--- src/rtl/iru_rot_coord_gen_if.sv ---
`default_nettype none
// ============================================================================
// Module  : iru_rot_coord_gen_if
// Purpose : Valid/ready coordinate stream from the rotation coordinate
//           generator to the pixel-fetch stage.
// Revision: 1.0
// ============================================================================
interface iru_rot_coord_gen_if #(
  parameter int COORD_W = 5
);
  logic               out_valid;
  logic               out_ready;
  logic [COORD_W-1:0] dst_x;
  logic [COORD_W-1:0] dst_y;
  logic [6:0]         src_x;
  logic [6:0]         src_y;
  logic               in_bounds;
  logic               last;

  modport master (
    output out_valid, dst_x, dst_y, src_x, src_y, in_bounds, last,
    input  out_ready
  );

  modport slave (
    input  out_valid, dst_x, dst_y, src_x, src_y, in_bounds, last,
    output out_ready
  );
endinterface
`default_nettype wire

--- src/rtl/iru_rot_coord_gen.sv ---
`default_nettype none
// ============================================================================
// Module  : iru_rot_coord_gen (with helper iru_sin_lut)
// Purpose : Sweeps an IMG_DIM x IMG_DIM window and emits the rotated source
//           coordinate of every destination pixel. Revision: 1.0
// ============================================================================

// One-hot angle (MSB = 0deg, 10deg steps) to sign-magnitude sine, 128 = 1.0.
module iru_sin_lut (
  input  logic [35:0] d,
  output logic [8:0]  q
);
  function automatic logic [7:0] mag_of(input int k);
    int m;
    m = (k > 9) ? 18 - k : k;
    case (m)
      0:       mag_of = 8'd0;
      1:       mag_of = 8'd22;
      2:       mag_of = 8'd44;
      3:       mag_of = 8'd64;
      4:       mag_of = 8'd82;
      5:       mag_of = 8'd98;
      6:       mag_of = 8'd111;
      7:       mag_of = 8'd120;
      8:       mag_of = 8'd126;
      9:       mag_of = 8'd128;
      default: mag_of = 8'd0;
    endcase
  endfunction

  always_comb begin
    q = '0;
    for (int b = 0; b < 36; b++) begin
      if (d[b]) begin
        q = {((35 - b) > 18), mag_of((35 - b) % 18)};
      end
    end
  end
endmodule

module iru_rot_coord_gen #(
  parameter int IMG_DIM = 20,
  parameter int COORD_W = $clog2(IMG_DIM),
  parameter int CENTER  = IMG_DIM / 2
) (
  input  logic        clk,
  input  logic        rst_n,
  input  logic        start,
  input  logic [35:0] angle,
  output logic        busy,
  output logic        done,
  output logic        err,
  iru_rot_coord_gen_if.master bus
);
  typedef enum logic [1:0] {
    IDLE  = 2'd0,
    LOAD  = 2'd1,
    RUN   = 2'd2,
    DRAIN = 2'd3
  } state_t;

  localparam logic [COORD_W-1:0] c_last_coord = COORD_W'(IMG_DIM - 1);
  localparam logic signed [5:0]  c_center6    = 6'(CENTER);
  localparam logic [6:0]         c_center7    = 7'(CENTER);
  localparam logic [6:0]         c_dim7       = 7'(IMG_DIM);

  state_t state_q, state_d;

  logic [35:0]        angle_q;
  logic signed [8:0]  sin_q, cos_q;
  logic [COORD_W-1:0] x_q, y_q;

  logic               s1_valid_q, s1_last_q;
  logic [COORD_W-1:0] s1_x_q, s1_y_q;
  logic signed [12:0] m_xcos_q, m_ysin_q, m_xsin_q, m_ycos_q;

  logic               out_valid_q, in_bounds_q, last_q;
  logic [COORD_W-1:0] dst_x_q, dst_y_q;
  logic [6:0]         src_x_q, src_y_q;
  logic               done_q, err_q;

  logic [8:0]         w_sin_sm, w_cos_sm;
  logic               w_angle_ok, w_stall, w_issue, w_pix_last, w_accept_last;
  logic               w_start_ok, w_start_bad;
  logic signed [5:0]  w_xc, w_yc;
  logic signed [12:0] w_px, w_py;
  logic [6:0]         w_src_x, w_src_y;
  logic               w_inb;

  iru_sin_lut u_sin (.d(angle_q),                         .q(w_sin_sm));
  iru_sin_lut u_cos (.d({angle_q[8:0], angle_q[35:9]}),   .q(w_cos_sm));

  function automatic logic signed [8:0] sm_to_tc(input logic [8:0] sm);
    logic signed [8:0] mag;
    mag = $signed({1'b0, sm[7:0]});
    return sm[8] ? -mag : mag;
  endfunction

  assign w_angle_ok    = (angle != '0) && ((angle & (angle - 36'd1)) == '0);
  assign w_stall       = out_valid_q && !bus.out_ready;
  assign w_issue       = (state_q == RUN) && !w_stall;
  assign w_pix_last    = (x_q == c_last_coord) && (y_q == c_last_coord);
  assign w_accept_last = out_valid_q && bus.out_ready && last_q;

  always_comb begin
    state_d     = state_q;
    w_start_ok  = 1'b0;
    w_start_bad = 1'b0;
    case (state_q)
      IDLE: begin
        if (start) begin
          if (w_angle_ok) begin
            w_start_ok = 1'b1;
            state_d    = LOAD;
          end else begin
            w_start_bad = 1'b1;
          end
        end
      end
      LOAD:    state_d = RUN;
      RUN:     if (w_issue && w_pix_last) state_d = DRAIN;
      DRAIN:   if (w_accept_last) state_d = IDLE;
      default: state_d = IDLE;
    endcase
  end

  // Stage 1: centre the destination coordinate and form the four products.
  assign w_xc = $signed(6'(x_q)) - c_center6;
  assign w_yc = $signed(6'(y_q)) - c_center6;

  // Stage 2: rotate, round half up, recentre; truncation to 7 bits is intended.
  assign w_px    = m_xcos_q + m_ysin_q;
  assign w_py    = m_ycos_q - m_xsin_q;
  assign w_src_x = 7'((w_px + 13'sd64) >>> 7) + c_center7;
  assign w_src_y = 7'((w_py + 13'sd64) >>> 7) + c_center7;
  assign w_inb   = !w_src_x[6] && (w_src_x < c_dim7) &&
                   !w_src_y[6] && (w_src_y < c_dim7);

  always_ff @(posedge clk) begin
    if (!rst_n) begin
      state_q     <= IDLE;
      angle_q     <= '0;
      sin_q       <= '0;
      cos_q       <= '0;
      x_q         <= '0;
      y_q         <= '0;
      s1_valid_q  <= 1'b0;
      s1_last_q   <= 1'b0;
      s1_x_q      <= '0;
      s1_y_q      <= '0;
      m_xcos_q    <= '0;
      m_ysin_q    <= '0;
      m_xsin_q    <= '0;
      m_ycos_q    <= '0;
      out_valid_q <= 1'b0;
      in_bounds_q <= 1'b0;
      last_q      <= 1'b0;
      dst_x_q     <= '0;
      dst_y_q     <= '0;
      src_x_q     <= '0;
      src_y_q     <= '0;
      done_q      <= 1'b0;
      err_q       <= 1'b0;
    end else begin
      state_q <= state_d;
      err_q   <= w_start_bad;
      done_q  <= (state_q == DRAIN) && w_accept_last;

      if (w_start_ok) begin
        angle_q <= angle;
        x_q     <= '0;
        y_q     <= '0;
      end

      if (state_q == LOAD) begin
        sin_q <= sm_to_tc(w_sin_sm);
        cos_q <= sm_to_tc(w_cos_sm);
      end

      if (w_issue) begin
        if (x_q == c_last_coord) begin
          x_q <= '0;
          y_q <= y_q + COORD_W'(1);
        end else begin
          x_q <= x_q + COORD_W'(1);
        end
      end

      // The whole pipeline freezes while the output beat is refused.
      if (!w_stall) begin
        s1_valid_q <= w_issue;
        if (w_issue) begin
          s1_x_q    <= x_q;
          s1_y_q    <= y_q;
          s1_last_q <= w_pix_last;
          m_xcos_q  <= 13'(w_xc) * 13'(cos_q);
          m_ysin_q  <= 13'(w_yc) * 13'(sin_q);
          m_xsin_q  <= 13'(w_xc) * 13'(sin_q);
          m_ycos_q  <= 13'(w_yc) * 13'(cos_q);
        end
        out_valid_q <= s1_valid_q;
        if (s1_valid_q) begin
          dst_x_q     <= s1_x_q;
          dst_y_q     <= s1_y_q;
          src_x_q     <= w_src_x;
          src_y_q     <= w_src_y;
          in_bounds_q <= w_inb;
          last_q      <= s1_last_q;
        end
      end
    end
  end

  assign busy          = (state_q != IDLE);
  assign done          = done_q;
  assign err           = err_q;
  assign bus.out_valid = out_valid_q;
  assign bus.dst_x     = dst_x_q;
  assign bus.dst_y     = dst_y_q;
  assign bus.src_x     = src_x_q;
  assign bus.src_y     = src_y_q;
  assign bus.in_bounds = in_bounds_q;
  assign bus.last      = last_q;
endmodule
`default_nettype wire
--- src/flat_wrapper.sv ---
// flat-port wrapper written by rule: the top's interface ports become plain ports
module iru_rot_coord_gen_flat 
#(
  parameter int IMG_DIM = 20,
  parameter int COORD_W = $clog2(IMG_DIM),
  parameter int CENTER  = IMG_DIM / 2
)
  (clk, rst_n, start, angle, busy, done, err, bus_out_valid, bus_dst_x, bus_dst_y, bus_src_x, bus_src_y, bus_in_bounds, bus_last, bus_out_ready);
  iru_rot_coord_gen_if #(.COORD_W(COORD_W)) bus_i ();
  input  logic clk;
  input  logic rst_n;
  input  logic start;
  input  logic [35:0] angle;
  output logic busy;
  output logic done;
  output logic err;
  output wire logic [$bits(bus_i.out_valid)-1:0] bus_out_valid;
  output wire logic [$bits(bus_i.dst_x)-1:0] bus_dst_x;
  output wire logic [$bits(bus_i.dst_y)-1:0] bus_dst_y;
  output wire logic [$bits(bus_i.src_x)-1:0] bus_src_x;
  output wire logic [$bits(bus_i.src_y)-1:0] bus_src_y;
  output wire logic [$bits(bus_i.in_bounds)-1:0] bus_in_bounds;
  output wire logic [$bits(bus_i.last)-1:0] bus_last;
  input wire logic [$bits(bus_i.out_ready)-1:0] bus_out_ready;
  assign bus_out_valid = bus_i.out_valid;
  assign bus_dst_x = bus_i.dst_x;
  assign bus_dst_y = bus_i.dst_y;
  assign bus_src_x = bus_i.src_x;
  assign bus_src_y = bus_i.src_y;
  assign bus_in_bounds = bus_i.in_bounds;
  assign bus_last = bus_i.last;
  assign bus_i.out_ready = bus_out_ready;
  iru_rot_coord_gen #(.IMG_DIM(IMG_DIM), .COORD_W(COORD_W), .CENTER(CENTER)) u_core (.clk(clk), .rst_n(rst_n), .start(start), .angle(angle), .busy(busy), .done(done), .err(err), .bus(bus_i));
endmodule
--- config.mk ---
export PLATFORM = sky130hd
export DESIGN_NAME = iru_rot_coord_gen_flat
export DESIGN_NICKNAME = d
export VERILOG_FILES = /design/src/rtl/iru_rot_coord_gen_if.sv /design/src/rtl/iru_rot_coord_gen.sv /design/src/flat_wrapper.sv
export SDC_FILE = /design/constraint.sdc
export NUM_CORES = 1
export LEC_CHECK = 0
export CORE_UTILIZATION = 50
export CTS_CLUSTER_DIAMETER = 120
export DETAILED_ROUTE_END_ITERATION = 10
export GPL_TIMING_DRIVEN = 0
export PLACE_DENSITY = 0.68
export SLEW_MARGIN = 0
export SYNTH_ARGS = -nofsm -noshare
export SYNTH_HDL_FRONTEND = slang
export SYNTH_SLANG_ARGS = --single-unit
--- constraint.sdc ---
create_clock -name clk -period 7.2 [get_ports clk]
set_input_delay 1.44 -clock clk [delete_from_list [all_inputs] [get_ports clk]]
set_output_delay 1.44 -clock clk [all_outputs]
set_load 0.01 [all_outputs]
==> results by stage <==
Run status:
- The flow ran to the end, and the final reports show no timing, DRC or antenna violations.

Setup path:
- The endpoint identified for the worst register-to-register timing path is u_core.m_xcos_q[12]$_SDFFE_PN0P_.
- At the worst endpoint, the required time is about 7.6 ns.
- On the worst path, the slowest cell contributes a delay of ~0.86 ns.
- Together, buffers and inverters on the worst path number 4.
- The family with the most delay on the worst path is adder cells.
- Among the stages of the critical path, the cell type that occurs most often is fa_1.
- The worst setup path is captured at a flop.
- The number of cells on the worst reg-to-reg path is 22.
- The highest fanout seen on the critical path is 10.
- By startpoint and endpoint, the worst setup path is classified as flop to flop.
- Data on the critical path arrives at its endpoint at about 7.1 ns.
- The startpoint of the most critical register-to-register path is u_core.x_q[3]$_SDFFE_PN0P_.
- The signal on the critical path passes through clkbuf_1, o21ai_0, xor2_1, clkbuf_1, and2_1, fa_1, fa_1, fa_1, inv_1, fa_1, inv_1, fa_1, a21oi_1, nor2_1, nor2_1, o21bai_1, a21oi_1, o21bai_1, a21oi_1, xnor2_1, nand2_1, a21oi_1.
- The critical path starts at u_core.x_q[3]$_SDFFE_PN0P_.
- The slowest stage of the critical path belongs to the cell xor2_1.
- Across all register-to-register paths, the minimum setup slack is 0.51 ns.
- The nature of the critical path startpoint is a flop.

Routing:
- After detailed routing, the number of remaining DRC violations is 0.
- The via count is about 14000.
- In the final routed layout, each cell accounts on average for 18.64 um.
- The first routing iteration left 908 violations.
- The count of antenna-violating nets left after detailed routing is 0.
- In the routed layout, each cell is associated on average with a via count of between 5 and 6.
- The routed design has ~45000 um of wire.
- The detailed-router iteration count before antenna repair is 5.

Clock network:
- In this run the deepest clock path goes through 2 buffers.
- For this design, the sink count on the clock tree is 159.
- The root buffer cell is clkbuf_16.
- The H-tree generated during clock tree synthesis spans 4 levels.
- The clock latency at the later pin of the worst-skew pair is around 0.46 ns.
- TritonCTS built the clock tree.
- The clock input transition at the sequential cells of the worst setup and hold paths is 0.07 ns.
- In this run, CTS created clock tree buffers numbering 17.
- The number of post-CTS setup repair buffers is 0.

Placement:
- The setup slack at placement is -0.01786 ns.
- The number of buffer cells added on primary ports is around 70.
- Summing all placed instances gives a cell area of 16650 um^2.
- Counting tap cells, the placed design contains a total of between 2000 and 2500 instances.
- The global placer's final weighted congestion is ~0.95.
- The HPWL after detailed placement is 36620 um.

STA:
- The final setup slack of the worst path is 0.5146 ns.
- The slew of the pin with the lowest slew margin is ~1.1 ns.
- The count of pins over their slew limit came to 0.
- In this run the tightest slew margin relative to its limit is 0.2224.
- Setup repair after global routing left no endpoint under its margin.
- Setup violations remaining at the end of the flow were counted as 0.
- In the finished design, the share of the clock period the worst path needs comes to 0.9285.
- The tightest hold path in the finished design has a slack of between 0.4 and 0.5 ns.
- Clock skew on the completed layout was measured at around 0.011 ns.
- The achievable frequency is ~150 MHz.
- The total count of hold-check failures in the final report is 0.
- The clock period could shrink to roughly 6.7 ns.

Cells and area:
- The number of antenna diodes in the final layout is 0.
- Relative to the synthesized area, the layout overhead comes to 11.74%.
- The non-filler instance count after layout is 2440.
- In the final layout, the share of cells above drive strength 1 is 0.03033.
- The area of all placed cells without fillers is about 17000 um^2.
- For this run, the post-layout net count is 2347.
- The end-of-flow core utilization is 0.5667.

Synth:
- After synthesis, the mean cell area works out to roughly 8 um^2.
- In this run, synthesis inferred 0 flip-flops with an integrated enable.
- Among all flip-flop cells after synthesis, the most frequent one is dfxtp_1.
- The netlist uses 73 different library cells.
- The mapped netlist covers about 15000 um^2.
- The share of synthesized registers carrying an async set or reset is 0.
- Of the synthesized area, sequential elements account for 0.2057.
- The number of synthesis warnings is 0.
- The post-synth net total is 2260.
- After technology mapping, the gate count stands at around 1900.
- After synthesis the netlist holds a flip-flop and latch count of 159.

Flow run:
- The max capacitance violation total is 0.

Power and ir drop:
- The power density over the cells is around 110 nW/um^2.
- The worst voltage drop across the vdd grid is between 150 and 200 uV.
- The leakage power is ~7.3 nW.

Die:
- The die is 177.9 um tall.
- For this configuration, the core starts out at a cell density of 0.5071.
- 70 I/O pins were placed.
- The die covers approximately 32000 um^2.
- The floorplan has 64 rows.
- In this run the horizontal extent of the chip is 177.9 um.
- After floorplanning, the core was sized to cover 30510 um^2.

GRT:
- The first global-routing pass estimated a little over 70000 um of wire.
- The number of global-route vias before repair is 13450.
- The pin count of the biggest net entering global routing is 18.
- After global routing the overflow that remains totals 0.
- The number of antenna violations at the first check in global routing is 1.
- The total routing usage reported by global routing is 0.2996.

Worst hold path:
- The worst hold path passes through 2 cells.
- For hold timing, the worst endpoint is u_core.bus.last$_SDFFE_PN0P_.
- The kind of path behind the tightest hold check is flop to flop.
- In this run the most critical hold path is launched from u_core.s1_last_q$_SDFFE_PN0P_.
-- flip-flops by register name, indices dropped and copies added (netlist names), 2 cells and up --
register and cells:
u_core.bus.dst_y 5, u_core.bus.src_y 7, u_core.y_q 5, u_core.m_ycos_q 13, u_core.state_q 2, u_core.s1_y_q 5, u_core.s1_x_q 5, u_core.m_ysin_q 13
u_core.bus.dst_x 5, u_core.angle_q 36, u_core.m_xcos_q 13, u_core.m_xsin_q 13, u_core.x_q 5, u_core.sin_q 9, u_core.cos_q 9, u_core.bus.src_x 7
-- area by class of cell --
cell class	count	area, um^2
fillers	2882	13220
flip-flops and latches	159	3183
plain buffers	114	437.9
clock inverters	15	202.7
inverters	199	748.2
clock buffers	17	425.4
well taps	396	495.5
multi-input cells	1472	11120
repair buffers	68	680.7
-- layout by cell type (no fill, tap or decap), types with 41 or more instances in the layout --
cell	n
nor2b_1	51
inv_1	196
xnor2_1	76
clkdlybuf4s50_1	68
nand2b_1	41
dfxtp_1	159
and2_1	55
nand2_1	281
nor2_1	121
a21oi_1	156
nor3_1	47
nand3_1	58
clkbuf_1	103
o21ai_0	63
fa_1	132
ha_1	144
-- report_power, final --
group	switching [mW]	internal, mW	leakage [nW]	total [mW]
registers	0.0000620	0.879	1.28	0.879
logic	0.0451	0.0277	5.73	0.0728
clock network	0.443	0.530	0.296	0.972
total	0.488	1.44	7.30	1.92
-- routing by layer --
layer	up-vias	GRT usage	share of wire
met3	105	0.04006	0.046
met1	6640	0.3547	0.41
met2	431	0.5238	0.50
met5	-	0	0
li1	6642	-	-
met4	0	0.1603	0.049
-- cells in the mapped netlist (all sizes together), types with 11 or more instances --
cell | number | area (um^2)
nand2 | 281 | 1055
inv | 197 | 739.5
dfxtp | 159 | 3183
a21oi | 157 | 785.8
ha | 144 | 1802
fa | 132 | 2643
nor2 | 121 | 454.2
clkbuf | 103 | 386.6
xnor2 | 77 | 674.4
o21ai | 69 | 345.3
nand3 | 58 | 290.3
and2 | 55 | 344.1
nor2b | 51 | 319.1
nor3 | 48 | 251.5
nand2b | 41 | 256.5
o21bai | 21 | 157.7
a31oi | 18 | 112.6
a211oi | 16 | 120.1
o31ai | 14 | 105.1
xor2 | 12 | 105.1
buf | 11 | 51.30
-- stage by stage --
stage	total power, mW	TNS (ns)
3_3_place_gp	0.9711	0
5_1_grt	1.976	0
6_report	1.924	0
4_1_cts	1.934	0
2_1_floorplan	0.9248	0
3_5_place_dp	0.9711	-0.01786
-- worst reg2reg max path, cell delays in order (launching register included) --
cell	delay [ns]
dfxtp_1	0.31
clkbuf_1	0.41
o21ai_0	0.23
xor2_1	0.86
clkbuf_1	0.57
and2_1	0.24
fa_1	0.45
fa_1	0.52
fa_1	0.54
inv_1	0.05
fa_1	0.52
inv_1	0.07
fa_1	0.46
a21oi_1	0.17
nor2_1	0.06
nor2_1	0.15
o21bai_1	0.08
a21oi_1	0.23
o21bai_1	0.09
a21oi_1	0.18
xnor2_1	0.18
nand2_1	0.09
a21oi_1	0.15
-- kinds of logic (layout without fill, tap and decap cells) --
logic type               count (synthesis)  count (layout)  share of synthesized area
AND/OR/NAND/NOR                        708             708                     0.2156
AO/OA/AOI/OAI                          387             387                     0.1556
buffers and inverters                  313             413                    0.07658
adder cells (fa/ha/maj)                280             280                     0.2899
flip-flops                             159             159                     0.2057
XOR/XNOR                                90              90                    0.05184
multiplexers                             7               7                   0.004771
-- what timing repair did --
item,in CTS,in global routing
gates cloned,0,0
setup endpoints to repair,1,1
hold buffers,0,0
resized for setup,1,2
pin swaps,0,0
-- worst max path at each step --
stage	to	slack, ns	cells past startpoint
floorplan	u_core.m_xcos_q[12]$_SDFFE_PN0P_	1.70	23
global placement	u_core.m_xcos_q[12]$_SDFFE_PN0P_	0.03	23
detailed placement	u_core.m_xcos_q[12]$_SDFFE_PN0P_	-0.02	23
CTS	u_core.m_xcos_q[12]$_SDFFE_PN0P_	0.20	22
global route	u_core.m_ysin_q[12]$_SDFFE_PN0P_	0.11	21
finish	u_core.m_xcos_q[12]$_SDFFE_PN0P_	0.51	22
(Power assumes the default switching activity.)
